File: config.mk
export PLATFORM = sky130hd
export DESIGN_NAME = frame_streamer
export DESIGN_NICKNAME = d
export VERILOG_FILES = /design/src/rtl/frame_streamer.sv
export SDC_FILE = /design/constraint.sdc
export NUM_CORES = 1
export LEC_CHECK = 0
export BUFFER_PORTS_ARGS = -buffer_cell sky130_fd_sc_hd__buf_4
export CORE_MARGIN = 2
export CORE_UTILIZATION = 65
export CTS_BUF_LIST = sky130_fd_sc_hd__clkbuf_4
export CTS_CLUSTER_DIAMETER = 150
export CTS_CLUSTER_SIZE = 12
export DETAILED_ROUTE_END_ITERATION = 8
export HOLD_SLACK_MARGIN = 0.12
export PLACE_DENSITY = 0.89
export SLEW_MARGIN = 5
export SYNTH_ARGS = -nofsm -noshare
export SYNTH_HDL_FRONTEND = slang
export SYNTH_SLANG_ARGS = --single-unit
File: constraint.sdc
create_clock -name clk -period 3.2 [get_ports clk]
set_input_delay 0.32 -clock clk [delete_from_list [all_inputs] [get_ports clk]]
set_output_delay 0.32 -clock clk [all_outputs]
set_load 0.01 [all_outputs]
File: src/rtl/frame_streamer.sv
`default_nettype none
// ============================================================================
//  Module      : frame_streamer
//  Description : Streams fixed-length frames out of a writable pattern memory,
//                with button/timer pattern advance at frame boundaries and
//                capture of a downstream classifier result.
//  Revision    : 1.0 - initial release
// ============================================================================
module frame_streamer #(
    parameter int DATA_W         = 8,
    parameter int FRAME_LEN      = 32,
    parameter int NUM_PATTERNS   = 4,
    parameter int CAPTURE_OFFSET = 1,
    parameter int RES_W          = 8,
    parameter int TIMER_MAX      = 12000000
) (
    input  logic                                      clk,
    input  logic                                      rst,
    input  logic                                      start,
    input  logic                                      continuous,
    input  logic                                      next_btn,
    input  logic                                      auto_en,
    input  logic                                      wr_en,
    input  logic [$clog2(NUM_PATTERNS*FRAME_LEN)-1:0] wr_addr,
    input  logic [DATA_W-1:0]                         wr_data,
    input  logic [3:0]                                res_index,
    input  logic [RES_W-1:0]                          res_value,
    output logic [DATA_W-1:0]                         data_out,
    output logic                                      data_valid,
    output logic [$clog2(FRAME_LEN)-1:0]              byte_idx,
    output logic [$clog2(NUM_PATTERNS)-1:0]           pattern_sel,
    output logic [3:0]                                cap_index,
    output logic [RES_W-1:0]                          cap_value,
    output logic                                      cap_valid,
    output logic                                      busy
);

    localparam int c_DEPTH  = NUM_PATTERNS * FRAME_LEN;
    localparam int c_ADDR_W = $clog2(c_DEPTH);
    localparam int c_IDX_W  = $clog2(FRAME_LEN);
    localparam int c_SEL_W  = $clog2(NUM_PATTERNS);
    localparam int c_TMR_W  = (TIMER_MAX > 1) ? $clog2(TIMER_MAX) : 1;

    localparam logic [c_IDX_W-1:0] c_IDX_LAST = c_IDX_W'(FRAME_LEN - 1);
    localparam logic [c_IDX_W-1:0] c_CAP_IDX  = c_IDX_W'(CAPTURE_OFFSET);
    localparam logic [c_SEL_W-1:0] c_SEL_LAST = c_SEL_W'(NUM_PATTERNS - 1);
    localparam logic [c_TMR_W-1:0] c_TMR_LAST = c_TMR_W'(TIMER_MAX - 1);

    localparam logic [0:0] c_S_IDLE   = 1'b0;
    localparam logic [0:0] c_S_STREAM = 1'b1;

    logic [0:0]          r_state;
    logic [c_IDX_W-1:0]  r_cnt;
    logic [c_TMR_W-1:0]  r_timer;
    logic                r_pending;
    logic                r_btn_q;
    logic [DATA_W-1:0]   r_mem [0:c_DEPTH-1];
    logic [DATA_W-1:0]   r_rd_data;
    logic                r_s1_vld;
    logic [c_IDX_W-1:0]  r_s1_idx;

    logic                w_btn_rise;
    logic                w_tick;
    logic                w_req;
    logic                w_wrap;
    logic                w_apply;
    logic                w_cap;
    logic [c_ADDR_W-1:0] w_rd_addr;

    assign w_btn_rise = next_btn & ~r_btn_q;
    assign w_tick     = auto_en && (r_timer == c_TMR_LAST);
    assign w_req      = w_btn_rise | w_tick;
    assign w_wrap     = (r_state == c_S_STREAM) && (r_cnt == c_IDX_LAST);
    // Advances land only between frames so a frame never mixes two patterns.
    assign w_apply    = r_pending && ((r_state == c_S_IDLE) || w_wrap);
    assign w_rd_addr  = c_ADDR_W'({pattern_sel, r_cnt});
    assign w_cap      = r_s1_vld && (r_s1_idx == c_CAP_IDX);
    assign busy       = (r_state == c_S_STREAM);

    always_ff @(posedge clk) begin
        if (rst) begin
            r_state     <= c_S_IDLE;
            r_cnt       <= '0;
            r_timer     <= '0;
            pattern_sel <= '0;
            r_pending   <= 1'b0;
            r_btn_q     <= 1'b0;
        end else begin
            r_btn_q <= next_btn;

            if (!auto_en || w_tick) begin
                r_timer <= '0;
            end else begin
                r_timer <= r_timer + 1'b1;
            end

            // A request coinciding with an apply stays pending for the next boundary.
            if (w_apply) begin
                pattern_sel <= (pattern_sel == c_SEL_LAST) ? '0 : pattern_sel + 1'b1;
                r_pending   <= w_req;
            end else if (w_req) begin
                r_pending <= 1'b1;
            end

            case (r_state)
                c_S_IDLE: begin
                    r_cnt <= '0;
                    if (start) begin
                        r_state <= c_S_STREAM;
                    end
                end
                c_S_STREAM: begin
                    r_cnt <= w_wrap ? '0 : r_cnt + 1'b1;
                    if (w_wrap && !continuous) begin
                        r_state <= c_S_IDLE;
                    end
                end
                default: begin
                    r_state <= c_S_IDLE;
                    r_cnt   <= '0;
                end
            endcase
        end
    end

    // Pattern memory is not reset; a same-address write returns old data here.
    always_ff @(posedge clk) begin
        if (wr_en) begin
            r_mem[wr_addr] <= wr_data;
        end
        r_rd_data <= r_mem[w_rd_addr];
    end

    always_ff @(posedge clk) begin
        if (rst) begin
            r_s1_vld   <= 1'b0;
            r_s1_idx   <= '0;
            data_out   <= '0;
            data_valid <= 1'b0;
            byte_idx   <= '0;
            cap_index  <= '0;
            cap_value  <= '0;
            cap_valid  <= 1'b0;
        end else begin
            r_s1_vld   <= (r_state == c_S_STREAM);
            r_s1_idx   <= r_cnt;
            data_valid <= r_s1_vld;
            if (r_s1_vld) begin
                data_out <= r_rd_data;
                byte_idx <= r_s1_idx;
            end
            cap_valid <= w_cap;
            if (w_cap) begin
                cap_index <= res_index;
                cap_value <= res_value;
            end
        end
    end

endmodule
`default_nettype wire

==> out/qor.yml <==
status:
  status: "finished clean"
timing:
  finalCriticalPeriod_ns: 3.06
  setup_tns_ns: 0
  slew_violations: 0
  rsz0062_at_grt: "false"
  hold_viol: 0
  fin_skew_ns: 0.0624
  max_freq_ghz: 0.327
  finalCritPeriodShare_pct: 95.6
  worst_pin_slew_ns: 1.25
  slew_headroom_pct: 16.6
  finalSetupViolations: 0
finish:
  fin_nets: 2205
  drive_gt1_share_pct: 32.4
  multiInputGateArea_sq_um: 9480
  fillerInstances: 3327
  regArea_sq_um: 32300
  fin_util_pct: 72.0
  fin_cells: 3069
  finalInstanceArea_sq_um: 46300
  areaGrowthSynthToFinish_pct: 9.77
global_routing:
  grt_max_degree: 112
  grt_pass1_vias: 21786
  grt_overflow: 0
  grt_pass1_wl_microns: 147000
  grt_util_all_layers_pct: 30.8
  grt_antenna_before_repair: 7
clocking:
  clk_latency_ns: 0.94
  path_clk_slew_ns: 0.13
  max-clock-path-buffers: 3
  cts_buffers: 101
  cts_tree: "built"
  cts_sinks: 1099
  ctsHoldBuffers: 47
  postCtsSetupBuffers: 0
  clock-root-buffer: "clkbuf_4"
  cts_resized: 0
  cts-htree-levels: 3
drt:
  vias: 21402
  wl_microns: 101000
  drtIter0Drc: 3152
  first_pass_iters: 8
  drcViolationCount: 0
  routed_via_density: 6.97
  wire_per_inst_microns: 32.8
  ant_nets: 0
floorplanning:
  die_w_microns: 259
  die_h_microns: 259
  initial_core_util_pct: 65.5
  coreArea_sq_um: 64300
  die_area_sq_um: 66900
  ioPinCount: 64
  rows: 93
power:
  pwr-share-comb_pct: 4.8
  power.internal_uw: 18200
  power_frac_clock_pct: 26.8
  p_per_area_nw_per_um2: 498
  p_sw_share_pct: 21.0
  power_leakage_uw: 0.0142
  p_seq_share_pct: 68.5
  vdd_ir_drop_max_mv: 0.237
  finalPower_uw: 23100
  power_switching_uw: 4850
setup_path:
  crit_type: "register to register"
  cp_data_arrival_time_ns: 3.89
  slowest_delay_ns: 0.61
  crit_top_cell: "mux4_2"
  path_cells: "buf_12 -> buf_4 -> mux4_2 -> mux4_2 -> mux4_2 -> mux2_2"
  critPathLaunch: "r_cnt[0]$_SDFF_PP0_"
  crit_path_top_delay_cell: "mux4_2"
  end_kind: "register"
  start_kind: "register"
  rr_startpoint: "r_cnt[0]$_SDFF_PP0_"
  critical_path_required_ns: 4.03
  path_max_fanout: 18
placed_design:
  port-buffer-count: 63
  placed_cell_area_sq_um: 44700
  placedCellCount: 2872
  routabilityCongestion: 0.853
  hpwlAfterDp_microns: 64100
synthesis:
  netlist_instances: 1898
  ys_types: 35
  syn-num-nets: 1936
  yosysSeqAreaShare_pct: 76.5
  yosysTopAreaCell: "edfxtp_1"
  ys_seq_elements: 1099
  avgSynthCellArea_sq_um: 22.2
  synth_async_sr_flop_share_pct: 0
  synth_flop_cell: "edfxtp_1"
  ys_top_cells_by_area: "edfxtp_1 73%, mux4_2 18%, dfxtp_1 3.6%"
  ys.warnings.count: 0
  synth_edf_count: 1024
  synth_area_sq_um: 42200
  synth_top_area_share_pct: 72.9
job:
  drv_cap: 0
worst_hold_path:
  min_from: "wr_data[4]"
  hp-class: "primary input to register"
## cells in the final DEF (no fill, tap or decap), types with 9 or more instances in the layout
master,synthesis,layout
edfxtp_1,1024,1024
mux4_2,336,336
buf_4,1,200
nor2_1,183,183
clkbuf_4,0,144
dfxtp_1,75,71
dlygate4sd3_1,0,47
nand2_1,27,27
mux2i_1,25,25
buf_12,0,20
nand3_1,18,18
xnor2_1,17,17
nor2b_1,16,16
nor3_1,14,14
nand4_1,9,9
## synth_stat cells (8+ instances only)
library cell and number:
buf_2 23, edfxtp_1 1024, buf_1 9, mux2_2 8, nand4_1 9, nand2_1 27, nor3_1 14, mux2i_1 25
nor2b_1 16, nor2_1 183, clkbuf_1 65, dfxtp_1 75, nand3_1 18, mux4_2 336, xnor2_1 17
## layout make-up
type                       instances  area share [%]
tap                              855            2.31
multi-input combinational        694            20.5
clock inverter                     2          0.0243
inverter                           4          0.0324
antenna                            4          0.0216
clock buffer                     144            2.33
sequential                      1099            69.7
timing repair buffer             267            5.12
## worst max-delay path, delay by kind of cell (launching register included)
family,cells,cell delay (ns)
flops,1,0.43
buf+inv,2,0.49
mux,4,2.01
## registers in the layout (all words and copies together), names as in the netlist
signal       count
data_out         8
r_btn_q          1
cap_valid        1
r_mem         1024
r_s1_vld         1
r_timer         24
data_valid       1
r_rd_data        8
cap_index        4
r_cnt            5
pattern_sel      2
byte_idx         5
cap_value        8
r_pending        1
busy             1
r_s1_idx         5
## metrics by stage
stage	worst slack [ns]	hold slack (ns)
after floorplan	0.358	0.413
after global placement	0.222	0.423
after detailed placement	0.166	0.453
after CTS	0.147	0.126
after global routing	0.102	0.183
final	0.141	0.167
## power by group through the flow
| stage | clock network (uW) | logic, uW | registers, uW |
|---|---|---|---|
| 6_report | 6180 | 1100 | 15800 |
| 5_1_grt | 6710 | 1150 | 15800 |
| 4_1_cts | 6220 | 1090 | 15800 |
| 3_5_place_dp | 0 | 1060 | 16100 |
| 3_3_place_gp | 0 | 995 | 16100 |
| 2_1_floorplan | 0 | 524 | 16100 |
## final timing paths
check / endpoint / slack [ns] / cells after the start
setup / recovery: r_rd_data[3]$_DFF_P_ / 0.14 / 6
hold / removal: r_mem[98][4]$_DFFE_PP_ / 0.17 / 1
setup reg to reg: r_rd_data[3]$_DFF_P_ / 0.14 / 6
hold reg to reg: r_timer[0]$_SDFF_PP0_ / 0.47 / 1
## kinds of logic after synthesis
kind of cell | Yosys count | synth area share [%]
buffers and inverters | 105 | 1.06
AOI/OAI and AO/OA | 4 | 0.0534
adders and majority gates | 4 | 0.119
and+or+nand+nor | 293 | 3.06
muxes | 369 | 18.7
DFF | 1099 | 76.5
xor gates and xnor gates | 24 | 0.498
## per-layer routing
layer | share of wire, % | global-route usage, %
met5 | 0.048 | 0
met4 | 4.4 | 12.9
met3 | 10 | 5.95
met2 | 50 | 50.5
met1 | 35 | 41.7
Power figures use the tool's default switching activity.
